### src/rtl/ctrl_seq.sv
// Instruction sequencer: fetch/decode/execute loop driving the 8-bit ALU, carry register,
// accumulator and register-file strobes from a synchronous program ROM.
module ctrl_seq #(
  parameter int unsigned PC_W   = 8,
  parameter logic [15:0] IR_RST = 16'hB000
) (
  input  logic            clk,
  input  logic            rst_n,
  input  logic            run_i,
  input  logic [15:0]     instr_i,
  input  logic            cy_i,
  output logic [PC_W-1:0] pc_o,
  output logic [3:0]      alu_op_o,
  output logic            alu_ci_o,
  output logic            alu_b_sel_o,
  output logic [7:0]      imm_o,
  output logic [2:0]      reg_addr_o,
  output logic            acc_we_o,
  output logic            reg_we_o,
  output logic            cy_ce_o,
  output logic            halted_o
);

  localparam logic [2:0] StIdle   = 3'd0;
  localparam logic [2:0] StFetch  = 3'd1;
  localparam logic [2:0] StDecode = 3'd2;
  localparam logic [2:0] StExec   = 3'd3;
  localparam logic [2:0] StHalt   = 3'd4;

  localparam logic [3:0] OpAdd = 4'h0;
  localparam logic [3:0] OpSub = 4'h1;
  localparam logic [3:0] OpMov = 4'h6;
  localparam logic [3:0] OpSta = 4'h7;
  localparam logic [3:0] OpJmp = 4'h8;
  localparam logic [3:0] OpJc  = 4'h9;
  localparam logic [3:0] OpJnc = 4'hA;
  localparam logic [3:0] OpHlt = 4'hF;

  logic [2:0]      state_q, state_d;
  logic [PC_W-1:0] pc_q, pc_d;
  logic [15:0]     ir_q, ir_d;

  logic [3:0]      opcode;
  logic            use_c;
  logic [PC_W-1:0] target;
  logic [PC_W-1:0] pc_inc;
  logic            unused_ir;

  assign opcode    = ir_q[15:12];
  assign use_c     = ir_q[11];
  assign target    = PC_W'(ir_q[7:0]);
  assign pc_inc    = pc_q + PC_W'(1);
  assign unused_ir = ^ir_q[9:8];

  always_ff @(posedge clk or negedge rst_n) begin
    if (!rst_n) begin
      state_q <= StIdle;
      pc_q    <= '0;
      ir_q    <= IR_RST;
    end else begin
      state_q <= state_d;
      pc_q    <= pc_d;
      ir_q    <= ir_d;
    end
  end

  always_comb begin
    state_d = state_q;
    pc_d    = pc_q;
    ir_d    = ir_q;
    case (state_q)
      StIdle:   if (run_i) state_d = StFetch;
      StFetch:  state_d = StDecode;
      StDecode: begin
        ir_d    = instr_i;
        state_d = StExec;
      end
      StExec: begin
        case (opcode)
          OpJmp:   pc_d = target;
          OpJc:    pc_d = cy_i ? target : pc_inc;
          OpJnc:   pc_d = cy_i ? pc_inc : target;
          OpHlt:   pc_d = pc_q;
          default: pc_d = pc_inc;
        endcase
        if (opcode == OpHlt) state_d = StHalt;
        else if (run_i)      state_d = StFetch;
        else                 state_d = StIdle;
      end
      StHalt:   if (!run_i) state_d = StIdle;
      default:  state_d = StIdle;
    endcase
  end

  // Operand/op fields decode continuously from IR; only the strobes are gated by EXEC.
  always_comb begin
    alu_op_o = (opcode <= 4'h5) ? opcode : 4'b1111;
    alu_ci_o = ((opcode == OpAdd) || (opcode == OpSub)) ? (use_c & cy_i) : 1'b0;
    acc_we_o = 1'b0;
    reg_we_o = 1'b0;
    cy_ce_o  = 1'b0;
    if (state_q == StExec) begin
      acc_we_o = (opcode <= OpMov);
      reg_we_o = (opcode == OpSta);
      cy_ce_o  = (opcode == OpAdd);
    end
  end

  assign pc_o        = pc_q;
  assign alu_b_sel_o = ir_q[10];
  assign imm_o       = ir_q[7:0];
  assign reg_addr_o  = ir_q[2:0];
  assign halted_o    = (state_q == StHalt);

endmodule

### config.mk
export PLATFORM = sky130hd
export DESIGN_NAME = ctrl_seq
export DESIGN_NICKNAME = d
export VERILOG_FILES = /design/src/rtl/ctrl_seq.sv
export SDC_FILE = /design/constraint.sdc
export NUM_CORES = 1
export LEC_CHECK = 0
export CAP_MARGIN = 15
export CORE_MARGIN = 8
export CORE_UTILIZATION = 46
export DETAILED_ROUTE_END_ITERATION = 10
export PLACE_DENSITY = 0.84
export RECOVER_POWER = 50
export SLEW_MARGIN = 40
export SYNTH_ARGS = -nofsm -noshare
export SYNTH_HDL_FRONTEND = slang
export SYNTH_SLANG_ARGS = --single-unit
### constraint.sdc
create_clock -name clk -period 4.11 [get_ports clk]
set_input_delay 0.822 -clock clk [delete_from_list [all_inputs] [get_ports clk]]
set_output_delay 0.822 -clock clk [all_outputs]
set_load 0.05 [all_outputs]
# --- Yosys cells after proc, flatten, opt, wreduce, memory -nomap -nowiden ---
# Index checks and enable logic that the tools add are counted.
totals:
  out_inout_bits: 29
  inputBits: 20
  register_bits: 27
op_classes:
  reduce_logical: 5
  n_bitwise: 2
  n_lt_le_gt_ge: 2
  addsub: 1
  muxes: 13
  n_eq_ne: 12
ops:
  columns: ["cell", "count"]
  rows:
  - ["$pmux 8 s4", 1]
  - ["$eq 4x4->1 const B", 4]
  - ["$mux 8", 2]
  - ["$pmux 3 s5", 1]
  - ["$mux 3", 3]
  - ["$add 8x1->8 const B", 1]
  - ["$le 4x3->1 const B", 2]
  - ["$eq 3x2->1 const B", 2]
  - ["$mux 1", 5]
  - ["$eq 4x1->1 const B", 1]
  - ["$eq 4x3->1 const B", 1]
  - ["$logic_not 4->1", 1]
  - ["$mux 4", 1]
  - ["$ne 2x2->1 const B", 2]
  - ["$reduce_and 2->1", 2]
  - ["$eq 3x1->1 const B", 1]
  - ["$eq 3x3->1 const B", 1]
  - ["$logic_not 3->1", 1]
  - ["$and 1x1->1", 1]
  - ["$logic_or 1x1->1", 1]
  - ["$not 1->1", 1]

# --- Depth between registers and ports, before layout ---
logic_depth:
  ltp_word: 3
  ltp_mapped: 6

# --- Least setup slack after synthesis ---
# OpenSTA, ideal clock, no wires.
synth_timing:
  path_type: "flip-flop to output port"
  startpoint: "reg ir_q[15]"
  endpoint: "out cy_ce_o"
  n_path_buf: 1
  slack_ps: 845
  t_required_ps: 3288
  arrival_time_ps: 2443
  stages_incl_launch_ff: 4
  path_cell_list: "dfstp_2 -> buf_6 -> or2_2 -> nor4_1"
synth_between:
  elab_chain_cells: 2
synth_rtl:
  columns: ["element", "line_no", "rtl"]
  rows:
  - ["from (decl)", "41", "logic [15:0] ir_q, ir_d;"]
  - ["from (signal assigned)", "63", "ir_q <= ir_d;"]
  - ["$logic_not 4->1", "105", "cy_ce_o = (opcode == OpAdd);"]
  - ["$mux 1", "102", "if (state_q == StExec) begin"]
  - ["to (decl)", "20", "output logic cy_ce_o,"]
# Every way passes these cells.

# --- Worst setup path after layout ---
layout_timing:
  startpoint: "in cy_i"
  endpoint: "out alu_ci_o"
layout_between:
  elab_chain_cells: 2
layout_rtl:
  columns: ["element", "line_no", "rtl"]
  rows:
  - ["from (decl)", "11", "input logic cy_i,"]
  - ["$and 1x1->1", "98", "alu_ci_o = ((opcode == OpAdd) || (opcode == OpSub)) ? (use_c & cy_i) : 1'b0;"]
  - ["$mux 1", "98", null]
  - ["to (decl)", "14", "output logic alu_ci_o,"]
# Every way passes these cells.

==> flow_summary.yaml <==
clock_network:
  postCtsSetupBuffers: 0
  cts_root_buf: "clkbuf_4"
  cts_resized: 0
  hold_buffers: 0
  clk_latency_ps: 310
  cts_tree: "done"
  cts_inserted_buffers: 3
  max-clock-path-buffers: 2
  cts.sinks: 25
  htree_num_levels: 1
  path_clk_slew_ps: 130
global_route:
  grt_antenna_before_repair: 0
  grt_overflow: 0
  grt_max_degree: 26
  grt_pass1_wl_microns: 5390
  globalRouteTotalUtil: 0.131
  grt_pass1_vias: 1170
worst_setup_path:
  cp_max_fo: 2
  crit_start: "cy_i"
  cpPeakStageDelay_ps: 830
  cpMaxStageDelayCell: "clkdlybuf4s50_1"
  worstPathRequired_ps: 3290
  cp-end-kind: "output pin"
  cp.arrival_ps: 2360
  critPathKind: "in2out"
  cp_common_cell: "clkdlybuf4s50_1"
  timing.rr.end: "ir_q[11]"
  startpoint_type: "input pin"
  r2r_slack_ps: 1960
  reg2reg_depth: 3
  r2r-start: "state_q[0]"
  cp_cell_sequence: "clkdlybuf4s50_1, nand2_1, nor3_1, clkdlybuf4s50_1"
  setup.worst_path.end: "alu_ci_o"
die:
  die_area_sq_um: 5020
  die_x_microns: 70.9
  fp.dieH_microns: 70.9
  design.portCount: 49
  start_util: 0.469
  core_area_sq_um: 2950
  rows: 20
finish:
  n_fill_cell: 253
  areaGrowthSynthToFinish_pct: 27.9
  seq_area_sq_um: 629
  drive_gt1_frac: 0.155
  layout.nets: 183
  multi_input_area_sq_um: 598
  diodes: 0
  final_util: 0.600
timing:
  tns_ps: 0
  relSlewSlack: 0.0952
  slew_violations: 0
  finalClockSkew_ps: 2.06
  fmax_mhz: 315
  setup_viol: 0
  fin_crit_sh: 0.773
  fin_crit_ps: 3180
  worst_pin_slew_ps: 1360
  hold_viol: 0
  rsz0062_at_grt: "false"
yosys:
  syn_avg_cell_area_sq_um: 11.1
  yosys.cell_types.count: 32
  syn_area_sq_um: 1390
  synth_cells: 125
  postSynth.asyncResetShare: 1.00
  yosysWarnings: 0
  seq_area_frac_synth: 0.454
  synthMuxAreaShare: 0.163
  synth_area_leaders: "dfrtp_1 40%, mux2i_1 6.5%, buf_4 6.0%, dfstp_2 5.7%, mux2_1 4.9%"
  synth_compound_area_frac: 0.104
  synth-edff-count: 0
  yosysTopAreaCellShare: 0.397
  synthXorXnorAreaFrac: 0.00632
  yosys_most_used_dff: "dfrtp_1"
  synthSimpleGateAreaFrac: 0.158
  synth_area_leader_cell: "dfrtp_1"
  synthAdderAreaFrac: 0.00903
  synth_seq_cells: 25
  synth_top_family_by_area: "multiplexers"
  yosysMostFrequentCell: "dfrtp_1"
  syn_nets: 146
  ys_top_cells_by_count: "22 x dfrtp_1, 11 x buf_4, 9 x mux2i_1, 9 x nand2_1"
min_path:
  hold_path_class: "reg2reg"
drt:
  drt_pass1_iterations: 4
  ant_nets: 0
  totalWireLength_microns: 3110
  drc: 0
  drt-vias-per-instance: 5.50
  vias: 1067
  wl_per_cell_microns: 16.0
  drt_iter0_drc: 33
job:
  maxCapViolCount: 0
place:
  dp_hpwl_microns: 2390
  numPortBuffers: 46
  gp_congestion: 0.820
outcome:
  outcome: "finished, final reports clean"
area by class of cell:
cell class / count / area share
repair buffers: 47 / 0.258
inverters: 5 / 0.0106
clock buffers: 4 / 0.0148
flip-flops and latches: 25 / 0.355
multi-input cells: 80 / 0.338
well taps: 33 / 0.0233
placed cells by master (no fill, tap or decap), drive strengths merged, types with 3 or more instances in the layout:
| master | instances |
|---|---|
| clkdlybuf4s50 | 44 |
| dfrtp | 22 |
| mux2 | 12 |
| nand2 | 9 |
| mux2i | 9 |
| a21oi | 8 |
| clkbuf | 6 |
| inv | 5 |
| o21ai | 5 |
| nor2 | 5 |
| or2 | 4 |
| nor3 | 3 |
| nor3b | 3 |
| nand3 | 3 |
| a2bb2oi | 3 |
| dfstp | 3 |
state kept, by name, summed over array words and instances, names as in the netlist:
name / cells
ir_q: 14
pc_o: 8
state_q: 3
cell families (layout without fill, tap and decap cells):
logic type / after synthesis / after routing
fa+ha+maj: 1 / 1
flops: 25 / 25
simple gates: 36 / 36
mux: 21 / 21
buf+inv: 20 / 56
xor+xnor: 1 / 1
compound gates: 21 / 21
worst min path at each step:
stage,startpoint,end,slack [ps],cells after the start
6_report,state_q[2],state_q[1],510,1
3_3_place_gp,ir_q[10],ir_q[10],490,1
5_1_grt,state_q[2],state_q[1],510,1
3_5_place_dp,ir_q[10],ir_q[10],500,1
2_1_floorplan,ir_q[11],ir_q[11],480,1
4_1_cts,rst_n,ir_q[14],490,1
per-stage QoR:
stage / hold slack, ps / instances / setup WS (ps) / instance area (sq um)
finish: 515 / 194 / 931 / 1770
global route: 512 / 194 / 884 / 1770
CTS: 487 / 193 / 922 / 1780
detailed placement: 502 / 189 / 928 / 1750
global placement: 495 / 189 / 963 / 1760
floorplan: 481 / 125 / 845 / 1390
routing by layer:
| layer | track usage | routed length [microns] | vias to the layer above |
|---|---|---|---|
| li1 | - | - | 500 |
| met1 | 0.137 | 1170 | 541 |
| met2 | 0.240 | 1710 | 22 |
| met3 | 0.0452 | 204 | 4 |
| met4 | 0.0416 | 26 | 0 |
| met5 | 0 | 0 | - |
critical path, delay by kind of cell:
kind,cells,cell delay [ps]
buf+inv,2,1330
simple gates,2,200
Power is not shown: default switching activity piles up to over one toggle a cycle in this logic, so the estimate is an artifact.
